$ cat config.mk
export PLATFORM = sky130hd
export DESIGN_NAME = cpuc_max_ctrl
export DESIGN_NICKNAME = d
export VERILOG_FILES = /design/src/rtl/cpuc_max_ctrl.sv
export SDC_FILE = /design/constraint.sdc
export NUM_CORES = 1
export LEC_CHECK = 0
export CORE_AREA = 2 2 109 111
export CTS_BUF_LIST = sky130_fd_sc_hd__clkbuf_8
export CTS_CLUSTER_DIAMETER = 100
export DETAILED_ROUTE_END_ITERATION = 8
export DIE_AREA = 0 0 111 113
export SYNTH_ARGS = -nofsm -noshare
export SYNTH_HDL_FRONTEND = slang
export SYNTH_SLANG_ARGS = --single-unit
$ cat constraint.sdc
create_clock -name clk -period 2.9 [get_ports clk]
set_input_delay 0.435 -clock clk [delete_from_list [all_inputs] [get_ports clk]]
set_output_delay 0.435 -clock clk [all_outputs]
set_load 0.01 [all_outputs]
$ cat src/rtl/cpuc_max_ctrl.sv
// Streaming maximum finder: scans len elements and reports the largest value
// together with the index of its first occurrence, using a valid/ready handshake.

package cpuc_package;
  parameter int DATA_WIDTH = 32;
  parameter bit SIGNED_CMP = 1'b0;
endpackage

module cpuc_cmp
  import cpuc_package::*;
#(
  parameter int W      = DATA_WIDTH,
  parameter bit SIGNED = SIGNED_CMP
) (
  input  logic [W-1:0] data_in1,
  input  logic [W-1:0] data_in2,
  output logic [W-1:0] data_out,
  output logic         gt
);

  // gt is strict so that ties keep data_in2, the earlier running maximum
  always_comb begin
    if (SIGNED) gt = $signed(data_in1) > $signed(data_in2);
    else        gt = data_in1 > data_in2;
    data_out = gt ? data_in1 : data_in2;
  end

endmodule

module cpuc_max_ctrl
  import cpuc_package::*;
#(
  parameter int CNT_WIDTH = 8
) (
  input  logic                  clk,
  input  logic                  rst,
  input  logic                  start,
  input  logic [CNT_WIDTH-1:0]  len,
  input  logic                  in_valid,
  input  logic [DATA_WIDTH-1:0] in_data,
  output logic                  in_ready,
  output logic                  out_valid,
  output logic [DATA_WIDTH-1:0] out_max,
  output logic [CNT_WIDTH-1:0]  out_idx,
  input  logic                  out_ready,
  output logic                  busy
);

  typedef enum logic [1:0] {IDLE, ACCUM, DONE} state_t;

  state_t                state, next_state;
  logic [CNT_WIDTH-1:0]  len_q;
  logic [CNT_WIDTH-1:0]  cnt;
  logic [DATA_WIDTH-1:0] cmp_max;
  logic                  cmp_gt;
  logic                  transfer;
  logic                  last;

  cpuc_cmp #(.W(DATA_WIDTH), .SIGNED(SIGNED_CMP)) u_cmp (
    .data_in1 (in_data),
    .data_in2 (out_max),
    .data_out (cmp_max),
    .gt       (cmp_gt)
  );

  assign transfer = in_valid && in_ready;
  assign last     = transfer && (cnt == len_q - CNT_WIDTH'(1));

  always_ff @(posedge clk or posedge rst) begin
    if (rst) state <= IDLE;
    else     state <= next_state;
  end

  always_comb begin
    next_state = state;
    case (state)
      IDLE:    if (start && len != '0) next_state = ACCUM;
      ACCUM:   if (last) next_state = DONE;
      DONE:    if (out_ready) next_state = IDLE;
      default: next_state = IDLE;
    endcase
  end

  always_comb begin
    in_ready  = (state == ACCUM);
    out_valid = (state == DONE);
    busy      = (state == ACCUM) || (state == DONE);
  end

  // Counter only reaches len, which always fits in CNT_WIDTH, so it never wraps
  always_ff @(posedge clk or posedge rst) begin
    if (rst) begin
      len_q   <= '0;
      cnt     <= '0;
      out_max <= '0;
      out_idx <= '0;
    end else begin
      if (state == IDLE && start && len != '0) begin
        len_q <= len;
        cnt   <= '0;
      end
      if (transfer) begin
        cnt <= cnt + CNT_WIDTH'(1);
        if (cnt == '0) begin
          out_max <= in_data;
          out_idx <= '0;
        end else begin
          out_max <= cmp_max;
          if (cmp_gt) out_idx <= cnt;
        end
      end
    end
  end

endmodule

==> results.sh <==
export IMPL_outcome="finished clean"
export IMPL_r2r_start="out_max[26]$_DFFE_PP0P_"
export IMPL_multi_input_area_um2=2175
export IMPL_ant_nets=0
export IMPL_crit_chain="clkdlybuf4s50_1 -> ha_1 -> nand4_1 -> or4_4 -> or3_1 -> a221o_1 -> buf_4 -> a31o_1"
export IMPL_seq_area_frac_synth=0.3749
export IMPL_max_cap_violations=0
export IMPL_ys_seq_elements=58
export IMPL_core_area_um2=11270
export IMPL_area_growth_pct=35.55
export IMPL_synth_top_area_share=0.3749
export IMPL_synth_edf_count=0
export IMPL_clock_root_buffer="clkbuf_8"
export IMPL_relSlewSlack=0.5746
export IMPL_grt_pass1_vias=3617
export IMPL_die_area_um2=12540
export IMPL_drive_gt1_frac=0.09542
export IMPL_fin_worst_skew_ns=0.01082
export IMPL_critPathBufInv=2
export IMPL_start_kind="input pin"
export IMPL_vias=3528
export IMPL_cts_hold_buf=0
export IMPL_vias_per_cell=5.289
export IMPL_wl_per_cell_um=15.95
export IMPL_cts_buffers=9
export IMPL_grt_pass1_wl_um=17790
export IMPL_nets=603
export IMPL_required_ns=3.13
export IMPL_rows=39
export IMPL_setup_worst_path_end_class="flop"
export IMPL_syn_area_um2=3871
export IMPL_instances_no_fill=667
export IMPL_synthFlopType="dfrtp_1"
export IMPL_reg2reg_depth=8
export IMPL_period_share=0.9847
export IMPL_wirelength_um=10640
export IMPL_cts_tree="done"
export IMPL_r2r_end="out_max[1]$_DFFE_PP0P_"
export IMPL_die_x_um=111
export IMPL_synthCells=419
export IMPL_criticalPathCategory="in2reg"
export IMPL_dp_hpwl_um=7785
export IMPL_cp_num_cells=8
export IMPL_clockBufferDepth=2
export IMPL_clock_sinks=58
export IMPL_async_flop_share=1.000
export IMPL_tightest_slew_ns=0.6372
export IMPL_place_ws_ns=-0.3262
export IMPL_io_pins=88
export IMPL_fmax_mhz=350.2
export IMPL_ir_drop_uv=408.2
export IMPL_antenna_cells=0
export IMPL_synthTopCellsByCount="58 x dfrtp_1, 58 x nand2_1, 42 x inv_1, 39 x ha_1, 33 x o31ai_1"
export IMPL_clk_pin_slew_ns=0.07
export IMPL_place_gp_congestion=0.7720
export IMPL_cts_resized=0
export IMPL_n_fill_cell=1103
export IMPL_leakagePower_nw=2.370
export IMPL_powerDensity_nw_per_um2=1029
export IMPL_rrSetupSlack_ns=0.16
export IMPL_tns_ns=0
export IMPL_slew_violations=0
export IMPL_crit_family="simple AND/OR/NAND/NOR gates"
export IMPL_start_util=0.3434
export IMPL_hold_viol=0
export IMPL_drtIter0Drc=193
export IMPL_port_buffers=87
export IMPL_grt_usage=0.1753
export IMPL_critPathArrivalTime_ns=3.08
export IMPL_cp_slowest_cell="or4_4"
export IMPL_clk_latency_ns=0.34
export IMPL_path_max_fanout=13
export IMPL_fin_crit_ns=2.856
export IMPL_overflow=0
export IMPL_place_inst=651
export IMPL_synthTopCellsByArea="dfrtp_1 37%, ha_1 13%, a31o_1 7.2%"
export IMPL_synthesis_nets=503
export IMPL_rsz0062_at_grt="true"
export IMPL_antenna_found_initial=0
export IMPL_drc=0
export IMPL_yosysTopAreaCell="dfrtp_1"
export IMPL_fin_ws_ns=0.04434
export IMPL_avgSynthCellArea_um2=9.239
export IMPL_grt_start_max_net_pins=33
export IMPL_hold_class="in2async"
export IMPL_synth_warnings=0
export IMPL_die_h_um=113
export IMPL_finalSetupViolations=0
export IMPL_h_tree_depth=3
export IMPL_regArea_um2=1451
export IMPL_drtPass1Iterations=5
export IMPL_post_cts_buffers=0
export IMPL_cp_slowest_stage_delay_ns=0.56
export IMPL_synth_cell_types=47
export IMPL_power_w=0.005398
[through the flow]
step           cell area (um2)    util  hold WS (ns)
3_5_place_dp              5014  0.4448        0.4952
6_report                  5248  0.4655        0.4972
5_1_grt                   5248  0.4655        0.5423
3_3_place_gp              5014  0.4448        0.4913
2_1_floorplan             3871       -        0.4875
4_1_cts                   5218  0.4629        0.5095
[registers in the layout (all words and copies together), names as in the netlist]
name and cells:
state 2, out_max 32, out_idx 8, cnt 8, len_q 8
[cell families after synthesis]
| family | count (synthesis) | synth area share |
|---|---|---|
| muxes | 9 | 0.02618 |
| AOI/OAI and AO/OA | 125 | 0.2401 |
| DFF | 58 | 0.3749 |
| and+or+nand+nor | 109 | 0.1332 |
| adders and majority gates | 39 | 0.1261 |
| xor gates and xnor gates | 13 | 0.02941 |
| buffers and inverters | 66 | 0.07013 |
[layer usage]
metal  global-route usage  share of wire  vias up
li1                     -              -     1726
met1               0.2298           0.45     1700
met2               0.3002           0.49       94
met3              0.03321          0.044        8
met4              0.04417          0.010        0
met5                    0              0        -
[how the worst max path moves through the flow]
stage / from / end / slack, ns
detailed placement: in_data[14] / out_max[26]$_DFFE_PP0P_ / -0.33
global route: in_data[13] / out_max[1]$_DFFE_PP0P_ / -0.04
global placement: in_data[14] / out_max[26]$_DFFE_PP0P_ / -0.28
floorplan: out_max[14]$_DFFE_PP0P_ / out_max[0]$_DFFE_PP0P_ / 0.19
finish: in_data[15] / out_max[1]$_DFFE_PP0P_ / 0.04
CTS: in_data[14] / out_max[15]$_DFFE_PP0P_ / 0.02
[where the power goes]
part / switching (W) / internal (W) / leakage (nW)
clock network: 0.000342 / 0.000439 / 0.105
logic: 0.00159 / 0.00155 / 1.56
registers: 0.000329 / 0.00115 / 0.708
[cell usage in the layout, fill, tap and decap left out, types with 10 or more instances in the layout]
master,Yosys,routed
nand2_1,58,58
clkdlybuf4s50_1,0,87
xnor2_1,10,10
inv_1,42,41
clkbuf_8,0,11
ha_1,39,39
dfrtp_1,58,58
a31o_1,32,32
a21oi_1,17,17
buf_4,0,23
nand3_1,11,11
o31ai_1,33,33
[cell type report]
class                   instances  share of cell area
clock buffers                  11             0.02885
clock inverters                 5             0.01001
inverters                      42             0.03004
multi-input cells             295              0.4144
flip-flops and latches         58              0.2766
well taps                     143             0.03410
repair buffers                113              0.2060
No activity file was read; power rests on OpenSTA's default activity.
